`config.mk`:
```
export PLATFORM = sky130hd
export DESIGN_NAME = glove_uart_rx
export DESIGN_NICKNAME = d
export VERILOG_FILES = /design/src/rtl/glove_uart_rx.sv
export SDC_FILE = /design/constraint.sdc
export NUM_CORES = 1
export LEC_CHECK = 0
export CORE_MARGIN = 4
export CORE_UTILIZATION = 57
export CTS_BUF_LIST = sky130_fd_sc_hd__clkbuf_16
export CTS_CLUSTER_DIAMETER = 60
export CTS_CLUSTER_SIZE = 28
export DETAILED_ROUTE_END_ITERATION = 8
export DONT_BUFFER_PORTS = 1
export PLACE_DENSITY = 0.78
export SYNTH_ARGS = -nofsm -noshare
export SYNTH_HDL_FRONTEND = slang
export SYNTH_SLANG_ARGS = --single-unit
```
`constraint.sdc`:
```
create_clock -name clock -period 2.04 [get_ports clock]
set_input_delay 0.612 -clock clock [delete_from_list [all_inputs] [get_ports clock]]
set_output_delay 0.612 -clock clock [all_outputs]
set_load 0.01 [all_outputs]
```
`src/rtl/glove_uart_rx.sv`:
```
// glove_uart_rx: 8N1 serial receiver plus 6-byte glove packet parser feeding catch_game.
// Optional macro GLOVE_TIMEOUT_EN: stale-glove timeout after TIMEOUT_CYCLES without a good packet.
module glove_uart_rx #(
   parameter int unsigned CLK_HZ         = 65000000,
   parameter int unsigned BAUD           = 115200,
   parameter int unsigned TIMEOUT_CYCLES = 6500000
) (
   input  logic        clock,
   input  logic        reset,
   input  logic        rxd,
   output logic [10:0] glove1x,
   output logic [9:0]  glove1y,
   output logic [10:0] glove2x,
   output logic [9:0]  glove2y,
   output logic        glove1closed,
   output logic        glove2closed,
   output logic        right_hand1,
   output logic        right_hand2,
   output logic        can_catch1,
   output logic        can_catch2,
   output logic        glove1_valid,
   output logic        glove2_valid,
   output logic        update,
   output logic [7:0]  err_count
);
   localparam int unsigned DIV = CLK_HZ / BAUD;
   localparam int unsigned CW  = $clog2(DIV + 1);
   localparam logic [CW-1:0] DIV_FULL = CW'(DIV);
   localparam logic [CW-1:0] DIV_HALF = CW'(DIV / 2);

   typedef enum logic [1:0] {R_IDLE, R_START, R_DATA, R_STOP} rx_state_t;
   typedef enum logic [2:0] {P_HUNT, P_B1, P_B2, P_B3, P_B4, P_B5} pk_state_t;

   logic          rx_s1, rx_s2, rx_prev;
   rx_state_t     rx_state, rx_next;
   logic [CW-1:0] cnt, cnt_next;
   logic [2:0]    bit_idx, bit_idx_next;
   logic [7:0]    shreg, shreg_next;
   logic          byte_valid, byte_valid_next;
   logic          framing_err, framing_err_next;
   logic          tick;

   pk_state_t     pk_state, pk_next;
   logic [7:0]    sh_b1, sh_b2, sh_b3, sh_b4;
   logic          pkt_good, pkt_bad, good1, good2, stale1, stale2;

   always_ff @(posedge clock) begin
      if (reset) begin
         rx_s1   <= 1'b1;
         rx_s2   <= 1'b1;
         rx_prev <= 1'b1;
      end else begin
         rx_s1   <= rxd;
         rx_s2   <= rx_s1;
         rx_prev <= rx_s2;
      end
   end

   assign tick = (cnt == CW'(1));

   always_comb begin
      rx_next          = rx_state;
      cnt_next         = cnt;
      bit_idx_next     = bit_idx;
      shreg_next       = shreg;
      byte_valid_next  = 1'b0;
      framing_err_next = 1'b0;
      case (rx_state)
         R_IDLE: begin
            if (!rx_s2 && rx_prev) begin
               rx_next  = R_START;
               cnt_next = DIV_HALF;
            end
         end
         R_START: begin
            cnt_next = cnt - CW'(1);
            if (tick) begin
               if (rx_s2) begin
                  rx_next = R_IDLE;
               end else begin
                  rx_next      = R_DATA;
                  cnt_next     = DIV_FULL;
                  bit_idx_next = '0;
               end
            end
         end
         R_DATA: begin
            cnt_next = cnt - CW'(1);
            if (tick) begin
               shreg_next   = {rx_s2, shreg[7:1]};
               cnt_next     = DIV_FULL;
               bit_idx_next = bit_idx + 3'd1;
               if (bit_idx == 3'd7) rx_next = R_STOP;
            end
         end
         R_STOP: begin
            cnt_next = cnt - CW'(1);
            if (tick) begin
               rx_next          = R_IDLE;
               byte_valid_next  = rx_s2;
               framing_err_next = !rx_s2;
            end
         end
         default: rx_next = R_IDLE;
      endcase
   end

   always_ff @(posedge clock) begin
      if (reset) begin
         rx_state    <= R_IDLE;
         cnt         <= '0;
         bit_idx     <= '0;
         shreg       <= '0;
         byte_valid  <= 1'b0;
         framing_err <= 1'b0;
      end else begin
         rx_state    <= rx_next;
         cnt         <= cnt_next;
         bit_idx     <= bit_idx_next;
         shreg       <= shreg_next;
         byte_valid  <= byte_valid_next;
         framing_err <= framing_err_next;
      end
   end

   // shreg only shifts in R_DATA, so it still holds the finished byte while byte_valid is high
   always_comb begin
      pk_next  = pk_state;
      pkt_good = 1'b0;
      pkt_bad  = 1'b0;
      if (framing_err) begin
         pk_next = P_HUNT;
      end else if (byte_valid) begin
         case (pk_state)
            P_HUNT:  if (shreg == 8'hA5) pk_next = P_B1;
            P_B1:    pk_next = P_B2;
            P_B2:    pk_next = P_B3;
            P_B3:    pk_next = P_B4;
            P_B4:    pk_next = P_B5;
            P_B5: begin
               pk_next = P_HUNT;
               if (shreg == (sh_b1 ^ sh_b2 ^ sh_b3 ^ sh_b4)) pkt_good = 1'b1;
               else                                         pkt_bad  = 1'b1;
            end
            default: pk_next = P_HUNT;
         endcase
      end
   end

   assign good1 = pkt_good && !sh_b1[7];
   assign good2 = pkt_good &&  sh_b1[7];

   always_ff @(posedge clock) begin
      if (reset) begin
         pk_state <= P_HUNT;
         sh_b1    <= '0;
         sh_b2    <= '0;
         sh_b3    <= '0;
         sh_b4    <= '0;
      end else begin
         pk_state <= pk_next;
         if (byte_valid) begin
            case (pk_state)
               P_B1:    sh_b1 <= shreg;
               P_B2:    sh_b2 <= shreg;
               P_B3:    sh_b3 <= shreg;
               P_B4:    sh_b4 <= shreg;
               default: ;
            endcase
         end
      end
   end

`ifdef GLOVE_TIMEOUT_EN
   localparam int unsigned TW = $clog2(TIMEOUT_CYCLES + 1);
   logic [TW-1:0] tmo1, tmo2;

   always_ff @(posedge clock) begin
      if (reset) begin
         tmo1 <= '0;
         tmo2 <= '0;
      end else begin
         if (good1)                            tmo1 <= '0;
         else if (tmo1 != TW'(TIMEOUT_CYCLES)) tmo1 <= tmo1 + TW'(1);
         if (good2)                            tmo2 <= '0;
         else if (tmo2 != TW'(TIMEOUT_CYCLES)) tmo2 <= tmo2 + TW'(1);
      end
   end

   assign stale1 = !good1 && (tmo1 == TW'(TIMEOUT_CYCLES - 1));
   assign stale2 = !good2 && (tmo2 == TW'(TIMEOUT_CYCLES - 1));
`else
   assign stale1 = 1'b0;
   assign stale2 = 1'b0;
`endif

   always_ff @(posedge clock) begin
      if (reset) begin
         glove1x      <= '0;
         glove1y      <= '0;
         glove2x      <= '0;
         glove2y      <= '0;
         glove1closed <= 1'b0;
         glove2closed <= 1'b0;
         right_hand1  <= 1'b0;
         right_hand2  <= 1'b0;
         can_catch1   <= 1'b0;
         can_catch2   <= 1'b0;
         glove1_valid <= 1'b0;
         glove2_valid <= 1'b0;
         update       <= 1'b0;
         err_count    <= '0;
      end else begin
         update <= pkt_good;
         if (good1) begin
            glove1x      <= {sh_b1[2:0], sh_b2};
            glove1y      <= {sh_b3[1:0], sh_b4};
            glove1closed <= sh_b1[6];
            right_hand1  <= sh_b1[5];
            can_catch1   <= sh_b1[4];
            glove1_valid <= 1'b1;
         end else if (stale1) begin
            glove1closed <= 1'b0;
            glove1_valid <= 1'b0;
         end
         if (good2) begin
            glove2x      <= {sh_b1[2:0], sh_b2};
            glove2y      <= {sh_b3[1:0], sh_b4};
            glove2closed <= sh_b1[6];
            right_hand2  <= sh_b1[5];
            can_catch2   <= sh_b1[4];
            glove2_valid <= 1'b1;
         end else if (stale2) begin
            glove2closed <= 1'b0;
            glove2_valid <= 1'b0;
         end
         if ((pkt_bad || framing_err) && (err_count != 8'hFF))
            err_count <= err_count + 8'd1;
      end
   end
endmodule

```
Word-level counts from Yosys, hierarchy flattened. Index checks and enable logic that the tools add are counted. Widths: inputs -> output; s select.

Word-level logic and storage cells: 102. Bits in registers: 122.

Mux-type cells: 26. Bitwise gates (word level): 5. Equality and inequality tests: 20. Reductions and logical operators: 20. Add/subtract/negate cells: 3.

Operators by type and width (count): $mux 10 (4); $pmux 10 s4 (1); $xor 8x8->8 (3); $pmux 3 s5 (1); $ne 2x2->1 const B (7); $mux 2 (6); $mux 3 (4); $reduce_and 2->1 (6); $eq 10x1->1 const B (1); $sub 10x1->10 const B (1); $eq 3x3->1 const B (3); $add 8x1->8 const B (1); $eq 8x8->1 (1); $eq 8x8->1 const B (1); $mux 1 (8); $ne 8x8->1 const B (1); $pmux 2 s4 (1); $eq 3x2->1 const B (2); $pmux 3 s2 (1); $reduce_and 5->1 (1); $eq 2x2->1 const B (2); $logic_and 1x1->1 (4); $reduce_and 4->1 (1); $add 3x1->3 const B (1); other kinds (10) (12).

Depth between registers and ports, before layout. Gate-level depths: netlist (run 1).

Depth after elaboration: 10. Depth in mapped cells: 9. Gate-level depth less buffers: 8.

Least setup slack after synthesis (run 1). No wires, ideal clock.

Path kind: reg2reg. From: register cnt[1]. To: register shreg[1]. Arrival time: 2123 ps. Data required time: 1912 ps. Path buffers: 2. Setup slack: -211 ps. Cell stages (with the launch flop): 10. Path through: dfxtp_1 -> inv_1 -> ha_1 -> or4b_2 -> or3_1 -> clkbuf_2 -> nor3_2 -> buf_6 -> mux2i_1 -> nor2_1.

Cells in the longest elaborated chain, start to end: 2.

Ends and longest elaborated chain: start, declared (RTL line 36) `logic [CW-1:0] cnt, cnt_next;`; start signal, assigned (RTL line 118) `cnt <= cnt_next;`; $eq 10x1->1 (RTL line 59) `assign tick = (cnt == CW'(1));`; $reduce_and 2->1 (no source line); end signal, assigned (RTL line 120) `shreg <= shreg_next;`; end, declared (RTL line 38) `logic [7:0] shreg, shreg_next;`.

No other way between the ends. A chain may end at the register's enable or synchronous reset.

Final worst setup path (run 1).
From: register shreg[6]. To: register glove1x[1].

Cells in the longest elaborated chain, start to end: 6.

Ends and longest elaborated chain: $eq 8x8->1 (RTL line 142) `if (shreg == (sh_b1 ^ sh_b2 ^ sh_b3 ^ sh_b4)) pkt_good = 1'b1;`; $mux 1 (RTL line 142); $mux 1 (RTL line 134) `case (pk_state)`; $mux 1 (RTL line 133) `end else if (byte_valid) begin`; $mux 1 (RTL line 131) `if (framing_err) begin`; $logic_and 1x1->1 (RTL line 150) `assign good1 = pkt_good && !sh_b1[7];`; end signal, assigned (RTL line 216) `glove1x <= {sh_b1[2:0], sh_b2};`; end, declared (RTL line 11) `output logic [10:0] glove1x,`.

No other way between the ends.

==> results of run 1 <==
==> synthesized netlist by cell type (all sizes together) (2+ instances only) <==
cell type	instances
dfxtp	122
xor2	8
a21oi	31
a211oi	3
nor4bb	2
o21ai	13
mux2	3
or2	7
nor3b	2
nor3	14
or4	2
clkbuf	22
nand4	5
buf	13
mux2i	84
nor2b	6
or3	3
ha	5
nand2	29
xnor3	8
and3	2
inv	11
a31oi	2
xnor2	8
nor2	102
nand2b	5
nand3	6
o21a	2
==> worst paths after layout <==
kind	endpoint	slack (ps)
hold / removal	err_count[4]$_SDFFE_PP0P_	280
setup reg to reg	glove1x[1]$_SDFFE_PP0P_	-150
hold reg to reg	rx_s2$_SDFF_PP1_	420
setup / recovery	glove1x[1]$_SDFFE_PP0P_	-150
==> metrics by stage <==
step           instance area, um^2  std cells
2_1_floorplan                 5290        537
3_3_place_gp                  5700        668
3_5_place_dp                  5700        668
4_1_cts                       6360        701
5_1_grt                       6620        711
6_report                      6620        711
==> cell type report <==
type | instances | share of cell area (%)
inverter | 11 | 0.624
clock buffer | 17 | 6.43
tap | 108 | 2.04
clock inverter | 14 | 2.23
timing repair buffer | 70 | 9.79
multi-input combinational | 369 | 41.9
sequential | 122 | 37.0
==> cell usage in the layout (no fill, tap or decap), types with 4 or more instances in the layout <==
cell / Yosys / routed
clkbuf_16: 0 / 21
nand2_1: 29 / 29
dfxtp_1: 122 / 117
buf_6: 2 / 4
a21oi_2: 0 / 5
a21oi_1: 31 / 26
o21ai_0: 13 / 10
xnor2_1: 5 / 4
buf_4: 0 / 59
nor3_2: 3 / 4
nor2_1: 102 / 98
nand3_1: 6 / 6
nor3_1: 11 / 8
dfxtp_2: 0 / 5
clkinvlp_4: 0 / 4
mux2i_1: 84 / 80
xnor3_1: 8 / 8
nand2b_1: 5 / 4
xor2_1: 8 / 8
or2_2: 7 / 6
inv_1: 11 / 10
nor2b_1: 6 / 6
xnor2_2: 3 / 4
==> kinds of logic after synthesis <==
group           count (synthesis)
xor+xnor                       24
flops                         122
simple gates                  193
buf+inv                        46
fa+ha+maj                       5
mux                            87
compound gates                 60
==> state kept, by name, summed over array words and instances (netlist names), 3 cells and up, named ones only <==
signal     flops
shreg          8
glove2x       11
sh_b2          8
sh_b1          8
cnt           10
glove2y       10
glove1x       11
glove1y       10
pk_state       3
sh_b4          8
err_count      8
bit_idx        3
sh_b3          8
==> worst max-delay path: stages (launching register included) <==
cell and delay [ps]:
dfxtp_2 330, xnor3_1 430, xnor2_2 180, nor4_4 310, buf_4 190, nand4_4 140, clkbuf_16 230, mux2i_1 180
nor2_1 70
==> layer usage <==
layer / wire length (um) / track usage (%) / vias up / part of all wire, %
met1: 5020 / 25.0 / 1966 / 39
met2: 7080 / 39.8 / 91 / 55
met3: 596 / 6.28 / 21 / 4.6
met4: 232 / 6.36 / 0 / 1.8
li1: - / - / 1936 / -
met5: 0 / 0 / - / 0
==> power by group through the flow <==
stage	registers (W)	logic (W)	clock network, W
2_1_floorplan	0.00250	0.000299	0
3_3_place_gp	0.00251	0.000374	0
3_5_place_dp	0.00252	0.000393	0
4_1_cts	0.00248	0.000457	0.00290
5_1_grt	0.00249	0.000659	0.00304
6_report	0.00248	0.000605	0.00289
==> what timing repair did <==
item	CTS	global route
hold buffers	0	0
buffers inserted	2	6
hold endpoints to repair	0	0
pin swaps	6	17
endpoints found under the setup margin	74	79
gates cloned	0	4
gates resized for setup	17	26
==> summary.txt, run 1 <==
Skew final -> 10.1 ps
Ant. Diodes -> 0
Internal power -> 0.00453 W
Hold Worst Slack -> 276 ps
Max Slew Vio Count -> 0
Ys async rst share -> 0%
Reg area -> 0.00245 mm^2
Post-synthesis mux area share -> 16.7%
Pwr Total -> 0.00598 W
Sequential share of power -> 41.5%
Static Leak -> 2.87 nW
Core area -> 0.00881 mm^2
Top Ports -> 62
Max FO, Critical Path -> 12
Setup slack at placement -> -175 ps
Final Setup Violations -> 64
Synth top area share -> 46.8%
CP required -> 2330 ps
Post-Syn Area -> 0.00522 mm^2
Via count -> 4014
DRT antenna net count -> 0
Simple-Gate Fraction of Synth Area -> 18.1%
Actual slew at the worst max-slew pin -> 593 ps
Multi-input logic area -> 0.00277 mm^2
Largest family of logic cells by synthesized area -> simple AND/OR/NAND/NOR gates
Yosys warns -> 0
Via density -> 5.65
Worst setup startpoint -> shreg[6]$_SDFFE_PP0P_
CTS max path bufs -> 2
Initial antenna violation count -> 0
Hold depth -> 1
Reg clk slew, reported paths -> 50 ps
Fmax -> 458 MHz
Number of port buffers -> 0
Fill cells -> 545
Largest net degree at the start of global routing -> 126
Initial drt markers -> 249
Placer Congestion -> 0.796
Post-Synth Adder-Cell Area -> 1.20%
Post-DP HPWL -> 7670 um
Clock H-tree levels -> 4
XOR/XNOR Fraction of Synth Area -> 6.56%
Area growth from synthesis to layout -> 26.7%
Fin Setup TNS -> -4970 ps
Root Driver -> clkbuf_16
Die height -> 104 um
#FFs+latches synth -> 122
Clock power frac -> 48.4%
Layout cells sized above 1 -> 25.2%
Post-synth EDFFs -> 0
Hold Crit Class -> in2reg
Sequential-to-total area share from yosys stat -> 46.8%
Total grt overflow -> 0
Compound-Gate Fraction of Synth Area -> 6.83%
Die X -> 104 um
WP data arrival -> 2480 ps
Outcome -> finished, violations left
Tcrit/Tclk final -> 107%
Worst vdd ir -> 559 uV
Min-delay src -> reset
Per-instance average area after synthesis -> 9.73 um^2
Starting density of the core -> 59.3%
Synth top area cells -> dfxtp_1, mux2i_1, nor2_1, xnor3_1, a21oi_1
First-pass GRT wire length -> 19300 um
Main synth FF type -> dfxtp_1
Floorplan row count -> 34
Synth Instances -> 537
Clock Sinks -> 122
Switching fraction of total power -> 24.2%
Worst setup margin -> -146 ps
RR Startpoint -> shreg[6]$_SDFFE_PP0P_
Core Util, Final -> 75.1%
Failing checks -> setup timing
Clk Latency, worst-skew pair -> 410 ps
Maximum capacitance violations -> 0
DRC Markers -> 0
Gate power share -> 10.1%
Total CTS buffers -> 17
GR Util All Layers -> 21.9%
Sw Pwr -> 0.00145 W
Wire per inst -> 18.2 um
Cell accounting for the most synthesized area -> dfxtp_1
Routed WL -> 12900 um
CTS tree -> yes
Final Critical Period -> 2190 ps
Fin. Hold Viols -> 0
Die ar. -> 0.0108 mm^2
Unrepaired setup endpoints after global routing -> yes
Vias in the first global route -> 3882
Worst-case reg-to-reg path depth -> 8
Netlist cell types -> 52
Synth Net Count -> 545
Crit. End Element -> flip-flop
Relative slew slack -> 60.2%
Nets -> 599
DRT Pass-1 Iters -> 5
Pwr dens -> 904 mW/mm^2
Crit path launch type -> flip-flop
Setup CP Type -> reg2reg
Note: power is estimated with default switching activity, not from simulation.
==> run 2: changes to the inputs <==
Settings changed: GPL_ROUTABILITY_DRIVEN set to 0.
==> results of run 2 <==
The final DEF is identical to that of run 1; final timing and power are the same.
==> run 3: changes to the inputs <==
Settings changed: CORE_UTILIZATION 57 to 59, CTS_BUF_LIST sky130_fd_sc_hd__clkbuf_16 to sky130_fd_sc_hd__clkbuf_8, PLACE_DENSITY 0.78 to 0.81, TNS_END_PERCENT set to 10.
==> run 3 against run 2 <==
The run still ends with setup timing left. Flip-flop and latch count unchanged. Clock skew increased by 3.6 ps. Sequential share of layout area up 2.0 points. Cell count is 0.70% lower. Via count down 1.0%. Die area down 3.1%. Global-route usage is 1.4 points higher. Largest cell class unchanged.
==> summary.txt, run 3 (synthesis gave the netlist of run 1 again) <==
Starting density of the core -> 60.2% (was 59.3%)
Setup CP Type -> reg2reg (unchanged)
GR Util All Layers -> 23.3% (was 21.9%)
Count of hold-fix buffers inserted at cts -> 0 (unchanged)
Die ar. -> 0.0104 mm^2 (was 0.0108 mm^2)
Area growth from synthesis to layout -> 20.3% (was 26.7%)
Largest regs -> glove1x: 11 flops, glove2x: 11 flops (unchanged)
Ant. Diodes -> 0 (unchanged)
Worst setup margin -> -90.5 ps (was -146 ps)
Total CTS buffers -> 17 (unchanged)
Crit path largest cell delay -> 450 ps (was 430 ps)
Commonest non-fill, non-tap cell in the layout -> dfxtp_1 (unchanged)
Initial antenna violation count -> 0 (unchanged)
Tcrit/Tclk final -> 104% (was 107%)
CTS tree -> yes (unchanged)
Failing checks -> setup timing (unchanged)
Routed WL -> 11600 um (was 12900 um)
Most frequent cells in the layout -> dfxtp_1, nor2_1, mux2i_1 (unchanged)
Skew final -> 13.7 ps (was 10.1 ps)
CP required -> 2350 ps (was 2330 ps)
DRT antenna net count -> 0 (unchanged)
Actual slew at the worst max-slew pin -> 576 ps (was 593 ps)
Clk Latency, worst-skew pair -> 430 ps (was 410 ps)
Hold Crit Class -> in2reg (unchanged)
Floorplan row count -> 34 (unchanged)
Setup slack at placement -> -214 ps (was -175 ps)
Fill cells -> 600 (was 545)
Final Setup Violations -> 59 (was 64)
Reg clk slew, reported paths -> 70 ps (was 50 ps)
Via count -> 3972 (was 4014)
Vias in the first global route -> 4034 (was 3882)
WP depth -> 9 (was 8)
Static Leak -> 2.76 nW (was 2.87 nW)
DRT Pass-1 Iters -> 4 (was 5)
Via density -> 5.63 (was 5.65)
DRC Markers -> 0 (unchanged)
Worst-case reg-to-reg path depth -> 9 (was 8)
Hold depth -> 1 (unchanged)
Initial drt markers -> 211 (was 249)
Core Util, Final -> 72.4% (was 75.1%)
Wire per inst -> 16.4 um (was 18.2 um)
Placed inst area -> 0.00570 mm^2 (about the same)
Layout cells sized above 1 -> 23.6% (was 25.2%)
Top Ports -> 62 (unchanged)
Core area -> 0.00868 mm^2 (was 0.00881 mm^2)
Unrepaired setup endpoints after global routing -> yes (unchanged)
Clock Sinks -> 122 (unchanged)
CP endpoint -> cnt[7]$_SDFFE_PP0P_ (was glove1x[1]$_SDFFE_PP0P_)
Worst setup startpoint -> cnt[1]$_SDFFE_PP0P_ (was shreg[6]$_SDFFE_PP0P_)
Critical Path, Cell by Cell -> inv_2 > ha_4 > or4b_4 > or3_4 > buf_6 > a2bb2oi_4 > a21boi_2 > o21ai_1 > a21oi_1 (was xnor3_1 > xnor2_2 > nor4_4 > buf_4 > nand4_4 > clkbuf_16 > mux2i_1 > nor2_1)
Hold Worst Slack -> 258 ps (was 276 ps)
Outcome -> finished, violations left (unchanged)
Fin. Hold Viols -> 0 (unchanged)
Max Slew Vio Count -> 0 (unchanged)
Maximum capacitance violations -> 0 (unchanged)
Fmax -> 469 MHz (was 458 MHz)
Fin Setup TNS -> -1610 ps (was -4970 ps)
RR Startpoint -> cnt[1]$_SDFFE_PP0P_ (was shreg[6]$_SDFFE_PP0P_)
Relative slew slack -> 61.5% (was 60.2%)
CTS max path bufs -> 2 (unchanged)
Crit-path slowest cell -> or4b_4 (was xnor3_1)
Worst vdd ir -> 453 uV (was 559 uV)
Number of port buffers -> 0 (unchanged)
Final instance area -> 0.00628 mm^2 (was 0.00662 mm^2)
Largest net degree at the start of global routing -> 126 (unchanged)
Reg2reg setup slack -> -90 ps (was -150 ps)
Clock H-tree levels -> 4 (unchanged)
WP data arrival -> 2440 ps (was 2480 ps)
Max FO, Critical Path -> 5 (was 12)
Worst R2R End -> cnt[7]$_SDFFE_PP0P_ (was glove1x[1]$_SDFFE_PP0P_)
Crit. End Element -> flip-flop (unchanged)
Final Critical Period -> 2130 ps (was 2190 ps)
First-pass GRT wire length -> 19100 um (was 19300 um)
Die X -> 102 um (was 104 um)
Total grt overflow -> 0 (unchanged)
Crit path launch type -> flip-flop (unchanged)
Critical path's top delay family -> simple AND/OR/NAND/NOR gates (was XOR/XNOR gates)
Post-DP HPWL -> 7710 um (was 7670 um)
Root Driver -> clkbuf_8 (was clkbuf_16)
Pwr dens -> 813 mW/mm^2 (was 904 mW/mm^2)
Nets -> 593 (was 599)
CP bufs+invs -> 2 (unchanged)
Die height -> 102 um (was 104 um)
[run 3: cell types whose count changed in the layout (fill, tap and decap cells not counted), moves of 2 or more]
cell / before / now
nor2_2: 2 / 0
dfxtp_1: 117 / 115
inv_1: 10 / 12
mux2i_1: 80 / 83
clkbuf_16: 21 / 0
clkbuf_8: 0 / 17
a21oi_2: 5 / 3
dfxtp_2: 5 / 7
mux2i_2: 3 / 0
nor2_1: 98 / 100
[run 3: how the worst min path moves through the flow]
stage / from / end / slack (ps)
finish: reset / err_count[4]$_SDFFE_PP0P_ / 260
global route: reset / err_count[7]$_SDFFE_PP0P_ / 230
CTS: reset / bit_idx[0]$_SDFFE_PP0P_ / 220
detailed placement: rx_s1$_SDFF_PP1_ / rx_s2$_SDFF_PP1_ / 390
global placement: rx_s1$_SDFF_PP1_ / rx_s2$_SDFF_PP1_ / 390
floorplan: rx_s1$_SDFF_PP1_ / rx_s2$_SDFF_PP1_ / 390
[run 3: area by class of cell]
cell class	instances	area [um^2]	area share, %
inverters	11	41.3	0.657
clock buffers	17	234	3.72
clock inverters	15	153	2.43
multi-input cells	369	2740	43.6
well taps	108	135	2.15
flip-flops and latches	122	2450	39.0
repair buffers	64	529	8.42
[run 3: layer usage]
metal  up-vias  GRT usage, %  wire length [um]  share of wire, %
met5         -             0                 0                 0
met2        86          41.4              6190                53
met4         0          10.6               163               1.4
met3        16          6.14               516               4.4
li1       1931             -                 -                 -
met1      1939          26.1              4730                41
[run 3: what timing repair did]
item,in CTS,in global routing
setup buffers,4,1
pin swaps,16,12
resized for setup,25,19
endpoints found under the setup margin,77,79
[run 3: report_power, final]
part	switching [W]	internal, W	leakage [nW]
sequential	0.0000555	0.00242	0.988
combinational	0.000286	0.000278	1.58
clock	0.000982	0.00108	0.195
[run 3: metrics by stage]
| stage | total power [W] | instances |
|---|---|---|
| 3_3_place_gp | 0.00290 | 670 |
| 6_report | 0.00511 | 706 |
| 5_1_grt | 0.00533 | 706 |
| 3_5_place_dp | 0.00293 | 670 |
| 4_1_cts | 0.00507 | 705 |
| 2_1_floorplan | 0.00280 | 537 |
